[src/rtl/lcd_write_controller.sv]
`default_nettype none
// ============================================================================
// Module   : lcd_write_controller
// Brief    : HD44780 4-bit write controller: power-on init, then byte writes.
// Revision : 1.0
// ============================================================================
module lcd_write_controller #(
  parameter int P_T_SETUP   = 2,
  parameter int P_T_PULSE   = 12,
  parameter int P_T_HOLD    = 1,
  parameter int P_T_NIBBLE  = 50,
  parameter int P_T_CMD     = 2000,
  parameter int P_T_CLEAR   = 82000,
  parameter int P_T_POWERON = 750000,
  parameter int P_T_INIT1   = 205000,
  parameter int P_T_INIT2   = 5000
) (
  input  logic       clk,
  input  logic       rst_n,
  input  logic       iValid,
  input  logic       iRS,
  input  logic [7:0] iData,
  output logic       oReady,
  output logic       oInitDone,
  output logic       oLCD_E,
  output logic       oLCD_RS,
  output logic       oLCD_RW,
  output logic [3:0] oLCD_Data
);

  localparam int c_cnt_w = 24;

  localparam logic [2:0] c_st_poweron = 3'd0;
  localparam logic [2:0] c_st_setup   = 3'd1;
  localparam logic [2:0] c_st_pulse   = 3'd2;
  localparam logic [2:0] c_st_hold    = 3'd3;
  localparam logic [2:0] c_st_gap     = 3'd4;
  localparam logic [2:0] c_st_idle    = 3'd5;

  localparam logic [3:0] c_last_init = 4'd11;

  logic [2:0]         r_state;
  logic [c_cnt_w-1:0] r_cnt;
  logic [3:0]         r_seq;
  logic               r_init_done;
  logic               r_lower;
  logic               r_rs;
  logic [7:0]         r_byte;
  logic               r_lcd_rs;
  logic [3:0]         r_lcd_data;
  logic [c_cnt_w-1:0] w_gap;

  // Init stream: four single wake-up nibbles, then 0x28, 0x06, 0x0C, 0x01 as nibble pairs.
  function automatic logic [3:0] init_nibble(input logic [3:0] idx);
    case (idx)
      4'd0, 4'd1, 4'd2: init_nibble = 4'h3;
      4'd3, 4'd4:       init_nibble = 4'h2;
      4'd5:             init_nibble = 4'h8;
      4'd7:             init_nibble = 4'h6;
      4'd9:             init_nibble = 4'hC;
      4'd11:            init_nibble = 4'h1;
      default:          init_nibble = 4'h0;
    endcase
  endfunction

  function automatic logic [c_cnt_w-1:0] init_gap(input logic [3:0] idx);
    case (idx)
      4'd0:       init_gap = c_cnt_w'(P_T_INIT1 - 1);
      4'd1:       init_gap = c_cnt_w'(P_T_INIT2 - 1);
      4'd2, 4'd3: init_gap = c_cnt_w'(P_T_CMD - 1);
      4'd11:      init_gap = c_cnt_w'(P_T_CLEAR - 1);
      default:    init_gap = idx[0] ? c_cnt_w'(P_T_CMD - 1) : c_cnt_w'(P_T_NIBBLE - 1);
    endcase
  endfunction

  always_comb begin
    w_gap = c_cnt_w'(P_T_CMD - 1);
    if (!r_init_done)
      w_gap = init_gap(r_seq);
    else if (!r_lower)
      w_gap = c_cnt_w'(P_T_NIBBLE - 1);
    else if (!r_rs && (r_byte == 8'h01 || r_byte == 8'h02))
      w_gap = c_cnt_w'(P_T_CLEAR - 1);
  end

  always_ff @(posedge clk or negedge rst_n) begin
    if (!rst_n) begin
      r_state     <= c_st_poweron;
      r_cnt       <= c_cnt_w'(P_T_POWERON - 1);
      r_seq       <= 4'd0;
      r_init_done <= 1'b0;
      r_lower     <= 1'b0;
      r_rs        <= 1'b0;
      r_byte      <= 8'h00;
      r_lcd_rs    <= 1'b0;
      r_lcd_data  <= 4'h0;
    end else if (r_state != c_st_idle && r_cnt != '0) begin
      r_cnt <= r_cnt - 1'b1;
    end else begin
      case (r_state)
        c_st_poweron: begin
          r_state    <= c_st_setup;
          r_cnt      <= c_cnt_w'(P_T_SETUP - 1);
          r_lcd_data <= init_nibble(4'd0);
        end
        c_st_idle: begin
          if (iValid) begin
            r_state    <= c_st_setup;
            r_cnt      <= c_cnt_w'(P_T_SETUP - 1);
            r_rs       <= iRS;
            r_byte     <= iData;
            r_lower    <= 1'b0;
            r_lcd_rs   <= iRS;
            r_lcd_data <= iData[7:4];
          end
        end
        c_st_setup: begin
          r_state <= c_st_pulse;
          r_cnt   <= c_cnt_w'(P_T_PULSE - 1);
        end
        c_st_pulse: begin
          r_state <= c_st_hold;
          r_cnt   <= c_cnt_w'(P_T_HOLD - 1);
        end
        c_st_hold: begin
          r_state <= c_st_gap;
          r_cnt   <= w_gap;
        end
        c_st_gap: begin
          if (!r_init_done) begin
            if (r_seq == c_last_init) begin
              r_init_done <= 1'b1;
              r_state     <= c_st_idle;
            end else begin
              r_seq      <= r_seq + 4'd1;
              r_lcd_data <= init_nibble(r_seq + 4'd1);
              r_state    <= c_st_setup;
              r_cnt      <= c_cnt_w'(P_T_SETUP - 1);
            end
          end else if (!r_lower) begin
            r_lower    <= 1'b1;
            r_lcd_data <= r_byte[3:0];
            r_state    <= c_st_setup;
            r_cnt      <= c_cnt_w'(P_T_SETUP - 1);
          end else begin
            r_state <= c_st_idle;
          end
        end
        default: begin
          r_state <= c_st_poweron;
          r_cnt   <= c_cnt_w'(P_T_POWERON - 1);
        end
      endcase
    end
  end

  assign oReady    = (r_state == c_st_idle);
  assign oInitDone = r_init_done;
  assign oLCD_E    = (r_state == c_st_pulse);
  assign oLCD_RS   = r_lcd_rs;
  assign oLCD_RW   = 1'b0;
  assign oLCD_Data = r_lcd_data;

endmodule
`default_nettype wire

[config.mk]
export PLATFORM = sky130hd
export DESIGN_NAME = lcd_write_controller
export DESIGN_NICKNAME = d
export VERILOG_FILES = /design/src/rtl/lcd_write_controller.sv
export SDC_FILE = /design/constraint.sdc
export NUM_CORES = 1
export LEC_CHECK = 0
export CELL_PAD_IN_SITES_DETAIL_PLACEMENT = 1
export CELL_PAD_IN_SITES_GLOBAL_PLACEMENT = 1
export CORE_MARGIN = 3
export CORE_UTILIZATION = 40
export CTS_CLUSTER_SIZE = 8
export DETAILED_ROUTE_END_ITERATION = 7
export PLACE_DENSITY_LB_ADDON = 0.1
export SETUP_SLACK_MARGIN = 0.2
export SLEW_MARGIN = 25
export SYNTH_ARGS = -nofsm -noshare
export SYNTH_HDL_FRONTEND = slang
export SYNTH_SLANG_ARGS = --single-unit
[constraint.sdc]
create_clock -name clk -period 2.8 [get_ports clk]
set_clock_uncertainty 0.1 [all_clocks]
set_input_delay 0.28 -clock clk [delete_from_list [all_inputs] [get_ports clk]]
set_output_delay 0.28 -clock clk [all_outputs]
set_load 0.01 [all_outputs]
Word-level counts from Yosys, hierarchy flattened
Memory sizes are Yosys's and may differ from the RTL's.
Index checks and enable logic that the tools add are counted.
{ "totals": {"rom_bits": 64, "mem_count": 1, "word_cells": 76, "in_bits": 12, "out_inout_bits": 9, "ff_bits": 46} }
{ "mem_list": {"columns": ["memory", "depth", "width", "rd", "rd_clocked_by_memory_dff", "wr", "line_no", "source"], "rows": [
  ["(no name shown)", 16, 4, 1, 0, 0, "55", "case (idx)"]
]} }
{ "op_classes": {"n_mux": 26, "eq_ne": 19, "bitwise": 3, "add_sub_neg": 2, "n_reduce_logical": 17} }
{ "op_table": {"columns": ["cell", "count"], "rows": [
  ["2-to-1 mux 24 bit", 6],
  ["case mux 24 bit (6 select lines)", 1],
  ["case mux 18 bit (4 select lines)", 1],
  ["2-to-1 mux 17 bit", 2],
  ["nonzero test 24 bit", 1],
  ["subtractor 24 x 1 -> 24 bit (second input constant)", 1],
  ["case mux 3 bit (6 select lines)", 1],
  ["2-to-1 mux 4 bit", 4],
  ["2-to-1 mux 3 bit", 4],
  ["case mux 4 bit (3 select lines)", 1],
  ["2-to-1 mux 11 bit", 1],
  ["inequality test 3 bit (second input constant)", 3],
  ["equality test 4 x 2 -> 1 bit (second input constant)", 2],
  ["equality test 8 x 1 -> 1 bit (second input constant)", 1],
  ["equality test 8 x 2 -> 1 bit (second input constant)", 1],
  ["inequality test 4 bit (second input constant)", 2],
  ["AND reduction 4 bit", 2],
  ["equality test 3 x 2 -> 1 bit (second input constant)", 2],
  ["equality test 3 bit (second input constant)", 2],
  ["AND reduction 3 bit", 2],
  ["AND reduction 5 bit", 1],
  ["adder 4 x 1 -> 4 bit (second input constant)", 1],
  ["equality test 4 x 1 -> 1 bit (second input constant)", 1],
  ["equality test 4 bit (second input constant)", 1],
  ["15 further kinds", 23]
]} }

Logic depth before layout (Yosys ltp)
Gate-level depths: netlist of run 1.
{ "depth": {"depth_word": 8, "depth_mapped": 10, "mapped_depth_nobuf": 8} }

Worst setup path after synthesis of run 1
Ideal clock, no wire load.
{ "synth_path": {"path_type": "flip-flop to flip-flop", "startpoint": "register r_seq[0]", "endpoint": "register r_cnt[22]", "path_slack_ns": 0.440, "path_stages_with_launch": 10, "path_buffers": 2, "setup_time_ns": 0.126, "arrival_ns": 2.134, "t_required_ns": 2.574, "period_less_slack_ns": 2.360, "cell_sequence": "dfrtp_1 -> ha_1 -> buf_2 -> nor4bb_1 -> o311ai_1 -> a211oi_2 -> buf_2 -> nor3_1 -> xnor2_1 -> nor2_1"} }
{ "synth_via": {"elab_chain_cells": 3} }
{ "synth_lines": {"columns": ["element", "line_no", "source"], "rows": [
  ["start: declaration", "44", "logic [3:0] r_seq;"],
  ["start signal: assignment", "135", "r_seq <= r_seq + 4'd1;"],
  ["equality test 4 bit", "131", "if (r_seq == c_last_init) begin"],
  ["inequality test 4 bit (no source line)", null, null],
  ["AND reduction 3 bit (no source line)", null, null],
  ["end signal: assignment", "127", "r_cnt <= w_gap;"],
  ["end signal: assignment", "138", "r_cnt <= c_cnt_w'(P_T_SETUP - 1);"],
  ["end signal: assignment", "144", "r_cnt <= c_cnt_w'(P_T_SETUP - 1);"],
  ["end: declaration", "43", "logic [c_cnt_w-1:0] r_cnt;"]
]} }
Every way passes these cells.
A chain may end at the register's enable or synchronous reset.

Worst setup path after layout of run 1
{ "layout_path": {"startpoint": "register r_seq[0]", "endpoint": "register r_cnt[15]"} }
The elaborated chain is that of the path after synthesis.

==> out/metrics.yaml, run 1 <==
post_cts.repair.setup_buffers: 0
seq_power_share_pct: 58.3
start_util_pct: 41.8
max_freq_mhz: 407
horizontal_die_dimension_um: 93.7
max-slew-margin-rel_pct: 59.2
post_route_cells_drive_above_1_share_pct: 16.7
ir_drop_v: 0.000231
drt_first_iter_violations: 219
synth.area.top_cells: "dfrtp_1 (27%), dfstp_2 (11%), nand2_1 (7.2%)"
netSwitchingFraction_pct: 22.9
use_met2_pct: 33.8
clock_tree_root_buffer_cell: "clkbuf_8"
run_status: "finished clean"
tritoncts.num_buffers: 5
finalCritPeriodShare_pct: 87.7
yosysUniqueCellTypes: 63
setup.worst_path.end_class: "register"
crit_required_ns: 2.88
synth.yosys.seq_area_share_pct: 37.9
avgViaCountPerCell: 5.85
final-hold-violation-count: 0
timing.critical_path.from_type: "register"
grt_setup_unrepaired: "true"
clock_latency_ns: 0.30
cp.arrival_ns: 2.54
final.setup.tns_ns: 0
cts.htree.levels: 2
synthesis.nets: 391
setup_viol: 0
n_antenna_cell: 0
p_int_w: 0.000879
drv_slew: 0
syn2layout_area_growth_pct: 18.3
antenna_found_initial: 0
die_area_um2: 8780
clk_path_buf_depth: 2
pwr-share-clk_pct: 38.7
syn_area_cell_um2: 8.25
crit_type: "reg2reg"
grt_max_degree: 44
async_reset_ff_share_pct: 100
synth.top_cells.by_count: "nand2_1 (59), nor2_1 (38), dfrtp_1 (33), o21ai_0 (22), a21oi_1 (19)"
numClockSinks: 46
vias: 2961
maxCapViolCount: 0
fp.coreArea_um2: 7370
grt-busiest-layer: "met1"
synthesis.instances: 373
nets: 424
synth-warning-count: 0
max_slew.worst_pin.slew_ns: 0.606
clk_pin_slew_worst_paths_ns: 0.09
dominantRegCellSynth: "dfrtp_1"
combPwrFrac_pct: 2.9
whs_ns: 0.389
postRouteAntennaNets: 0
grt.met3_usage_pct: 2.80
number_of_enable_type_register_cells_in_the_synthesized_netlist: 0
number_of_placement_rows: 31
gr-total-overflow: 0
floorplan.die.height_um: 93.7
drc: 0
iteration_count_of_the_initial_detailed_routing_pass: 4
timing.hold.worst.class: "reg2reg"
routabilityCongestion: 0.855
pwr_density_cell_nw_per_um2: 313
synth_area_leader_cell: "dfrtp_1"
post_synth_instance_area_um2: 3080
grt_pass1_wl_um: 15600
power_switching_w: 0.000261
most_used_standard_cell_by_instance_count_after_synthesis: "nand2_1"
met1_track_usage_gr_pct: 34.0
drt-wirelength-per-cell_um: 18.6
power_leakage_nw: 1.46
boundaryPins: 21
globalRouteTotalUtil_pct: 22.5
crit_path_max_fanout: 9
clock_period_minus_final_worst_setup_slack_ns: 2.45
via_count_of_the_first_global_routing_pass: 2983
port-buffer-count: 19
detail_route.wirelength_um: 9430
dp.final_hpwl_um: 7200
yosys.area.top_type_share_pct: 26.8
fillers: 888
yosys_register_bits: 46
tritoncts: "done"
-- layout by cell type, fill, tap and decap left out, types with 8 or more instances in the layout --
cell             instances
nand2_1                 59
nor3_1                  14
xnor2_1                 10
clkdlybuf4s50_1         18
a21oi_1                 18
dfrtp_1                 33
dfstp_2                 13
or3_1                   10
buf_4                   24
nor2_1                  37
o21ai_0                 22
nand4_1                  8
nand3_1                 15
inv_1                    9
-- power by group through the flow --
stage	clock [W]	combinational, W	sequential (W)
finish	0.000441	0.0000334	0.000665
global placement	0	0.0000323	0.000677
CTS	0.000457	0.0000330	0.000665
detailed placement	0	0.0000329	0.000677
floorplan	0	0.00000182	0.000677
global route	0.000480	0.0000365	0.000665
-- cells by family after synthesis --
family                   share of synthesized area [%]
multiplexers                                      1.79
other                                            0.122
flip-flops                                        37.9
AO/OA/AOI/OAI                                     17.7
adder cells (fa/ha/maj)                           2.44
buffers and inverters                             3.54
AND/OR/NAND/NOR                                   32.0
XOR/XNOR                                          4.55
-- sequential cells by signal, indices dropped and copies added, names as in the netlist --
name	count
oInitDone	1
oLCD_Data	4
oLCD_RS	1
r_byte	8
r_cnt	24
r_lower	1
r_seq	4
r_state	3
-- critical path: stages, from the launching register on --
cell      delay (ns)
dfrtp_1         0.48
ha_1            0.27
nor4bb_4        0.19
o311ai_2        0.43
a211oi_2        0.14
buf_4           0.20
nor4b_1         0.33
xnor2_1         0.16
nor2_1          0.05
-- per-layer routing --
layer | vias up | wire (um)
met1 | 1491 | 4630
met4 | 0 | 161
met3 | 13 | 422
li1 | 1404 | -
met5 | - | 0
met2 | 53 | 4210
-- per-stage QoR --
step	setup WS [ns]	util, %	power (W)	cell area [um2]	cells
finish	0.345	49.4	0.00114	3640	506
global route	0.198	49.4	0.00118	3640	506
CTS	0.236	48.8	0.00115	3590	505
detailed placement	0.0608	47.3	0.000710	3480	497
global placement	0.131	47.3	0.000709	3480	497
floorplan	0.440	-	0.000679	3080	373
-- layout make-up --
class,count,area [um2],share of cell area [%]
clock inverter,2,12.5,0.344
inverter,9,33.8,0.928
sequential,46,1170,32.1
timing repair buffer,43,370,10.2
tap,99,124,3.40
clock buffer,6,82.6,2.27
multi-input combinational,301,1850,50.8
-- repair_timing --
item | 4_1_cts | 5_1_grt
hold endpoints to repair | 0 | 33
gates resized for setup | 2 | 8
cloned | 0 | 0
hold buffers | 0 | 1
endpoints found under the setup margin | 6 | 14
-- worst paths after layout --
check	slack (ns)	endpoint	cells after the start	startpoint
max reg2reg	0.35	r_cnt[15]	8	r_seq[0]
min reg2reg	0.39	r_byte[5]	2	r_byte[5]
min in group asynchronous	0.41	r_cnt[18]	2	rst_n
min	0.39	r_byte[5]	2	r_byte[5]
max	0.35	r_cnt[15]	8	r_seq[0]
max in group asynchronous	1.58	r_cnt[0]	3	rst_n
(Power assumes the default switching activity.)
==> run 2: changes to the inputs <==
--- a/config.mk
+++ b/config.mk
@@ -7,7 +7,7 @@
 export LEC_CHECK = 0
 export CELL_PAD_IN_SITES_DETAIL_PLACEMENT = 1
 export CELL_PAD_IN_SITES_GLOBAL_PLACEMENT = 1
-export CORE_MARGIN = 3
+export CORE_MARGIN = 8
 export CORE_UTILIZATION = 40
 export CTS_CLUSTER_SIZE = 8
 export DETAILED_ROUTE_END_ITERATION = 7
==> constraint.sdc (replaced) <==
create_clock -name clk -period 2.6 [get_ports clk]
set_clock_uncertainty 0.1 [all_clocks]
set_input_delay 0.26 -clock clk [delete_from_list [all_inputs] [get_ports clk]]
set_output_delay 0.26 -clock clk [all_outputs]
set_load 0.01 [all_outputs]
==> out/metrics.yaml, run 2 (synthesis gave the netlist of run 1 again) <==
tritoncts.num_buffers: 5  # unchanged
crit_buf_inv: 0  # -1
numClockSinks: 46  # unchanged
n_antenna_cell: 0  # unchanged
drt-wirelength-per-cell_um: 19.5  # +4.6%
avgViaCountPerCell: 5.73  # -2.1%
final-hold-violation-count: 0  # unchanged
power_leakage_nw: 1.54  # +5.7%
grt_pass1_wl_um: 16600  # +6.0%
crit-reg2reg-capture: "r_cnt[6]"
crit_required_ns: 2.76  # -0.12 ns
detail_route.wirelength_um: 10200  # +7.7%
clk_path_buf_depth: 2  # unchanged
port-buffer-count: 19  # unchanged
finalCritPeriodShare_pct: 90.7  # +3.0 points
critical_path.cell_chain: "nor4_4 > nand2_1 > or4_1 > a311o_1 > o31ai_1 > o21a_1"
nets: 436  # +2.8%
drv_slew: 0  # unchanged
max_freq_mhz: 424  # +4.1%
layout_common_cells: "nand2_1 (58), nor2_1 (38), buf_4 (35)"
grt_max_degree: 47  # +6.8%
start_util_pct: 40.5  # -1.3 points
worst_path_largest_cell_delay_ns: 0.60  # +0.12 ns
floorplan.die.height_um: 104  # +11%
hold_sp: "iData[3]"
post_route_cells_drive_above_1_share_pct: 21.2  # +4.5 points
crit_path_max_fanout: 7  # -2
max-slew-margin-rel_pct: 59.9  # +0.69 points
ff2ff_setup_slack_ns: 0.24  # -0.10 ns
gr-total-overflow: 0  # unchanged
layout_commonest_cell: "nand2_1"
die_area_um2: 10800  # +22%
number_of_placement_rows: 32  # +3.2%
finalWorstSetupSlack_ns: 0.243  # -0.102 ns
ir_drop_v: 0.000187  # -19%
drt_first_iter_violations: 131  # -40%
timing.hold.worst.class: "in2reg"
syn2layout_area_growth_pct: 23.1
postLayoutCellArea_um2: 3790  # +4.1%
cp.arrival_ns: 2.52  # -0.02 ns
crit_type: "reg2reg"
fp.coreArea_um2: 7610  # +3.2%
tritoncts: "done"
reg.largest.list: "r_cnt x24, r_byte x8"
critPathSlowestCell: "or4_1"
whs_ns: 0.366  # -0.0227 ns
dp_worst_setup_slack_ns: 0.168  # +0.107 ns
cell_depth_of_the_worst_flop_to_flop_path: 6  # -2
cell_family_with_the_largest_share_of_critical_path_delay: "simple AND/OR/NAND/NOR gates"
clock_latency_ns: 0.31  # about the same
clock_tree_root_buffer_cell: "clkbuf_8"
final.setup.tns_ns: 0  # unchanged
hold-path-endpoint: "r_byte[3]"
dp.final_hpwl_um: 7680  # +6.7%
maxCapViolCount: 0  # unchanged
antenna_found_initial: 0  # unchanged
min_delay_path_depth: 3  # +1
report.power.total_w: 0.00124  # +9.2%
clk_pin_slew_worst_paths_ns: 0.10  # about the same
run_status: "finished clean"
grt_setup_unrepaired: "true"
setup_viol: 0  # unchanged
drc: 0  # unchanged
boundaryPins: 21  # unchanged
placement.cell_area_um2: 3540  # +1.6%
r2r-start: "r_cnt[8]"
max_slew.worst_pin.slew_ns: 0.602  # -0.00388 ns
horizontal_die_dimension_um: 104  # +11%
globalRouteTotalUtil_pct: 18.8  # -3.7 points
postRouteAntennaNets: 0  # unchanged
iteration_count_of_the_initial_detailed_routing_pass: 4  # unchanged
cts.htree.levels: 2  # unchanged
clock_period_minus_final_worst_setup_slack_ns: 2.36  # -0.0977 ns
register_bank_with_the_most_flops: "r_cnt"
largest_register_ffs: 24  # unchanged
vias: 2985  # +0.81%
routabilityCongestion: 0.836  # -2.1%
timing.critical_path.from_type: "register"
via_count_of_the_first_global_routing_pass: 3200  # +7.3%
setup.worst_path.end_class: "register"
pwr_density_cell_nw_per_um2: 328  # +4.9%
run 2: changes by cell type in the layout (fill, tap and decap cells not counted), sizes merged:
cell      before  now
clkinvlp       1    2
buf           24   36
inv            9    8
run 2: worst min-delay path: cells and delay by family:
family / cells / cell delay, ns
buf+inv: 1 / 0.40
simple gates: 2 / 0.09
run 2: metrics by stage:
step	instances	utilization [%]
2_1_floorplan	373	-
3_3_place_gp	507	46.5
3_5_place_dp	507	46.5
4_1_cts	516	48.1
5_1_grt	521	49.8
6_report	521	49.8
run 2: worst max-delay path by stage:
stage	slack, ns	start	endpoint	cells after the start
CTS	0.21	r_seq[0]	r_cnt[2]	9
finish	0.24	r_cnt[8]	r_cnt[6]	6
detailed placement	0.17	r_seq[1]	r_cnt[18]	9
floorplan	0.24	r_seq[0]	r_cnt[22]	9
global placement	0.23	r_seq[1]	r_cnt[15]	9
global route	0.15	r_cnt[8]	r_cnt[6]	6
run 2: area by class of cell:
class                      count  area, um2
timing repair buffer          55        458
clock inverter                 2       12.5
fill                         924       3820
multi-input combinational    301       1900
tap                          102        128
inverter                       9       37.5
clock buffer                   6       82.6
sequential                    46       1170
run 2: metal layers:
| metal | share of wire, % | global-route usage [%] | vias up |
|---|---|---|---|
| met5 | 0 | 0 | - |
| met4 | 1.4 | 7.45 | 0 |
| met3 | 2.6 | 3.16 | 12 |
| met2 | 52 | 33.6 | 42 |
| met1 | 44 | 21.8 | 1496 |
| li1 | - | - | 1435 |
run 2: report_power, final:
group / internal [W] / switching, W
clock: 0.000215 / 0.000279
sequential: 0.000716 / 0
combinational: 0.0000158 / 0.0000188
total: 0.000946 / 0.000298
run 2: repair_timing:
action,CTS,global route
setup endpoints to repair,3,23
hold endpoints to repair,33,0
resized for setup,4,19
hold buffers,1,0
pin swaps,0,4
setup buffers,0,5
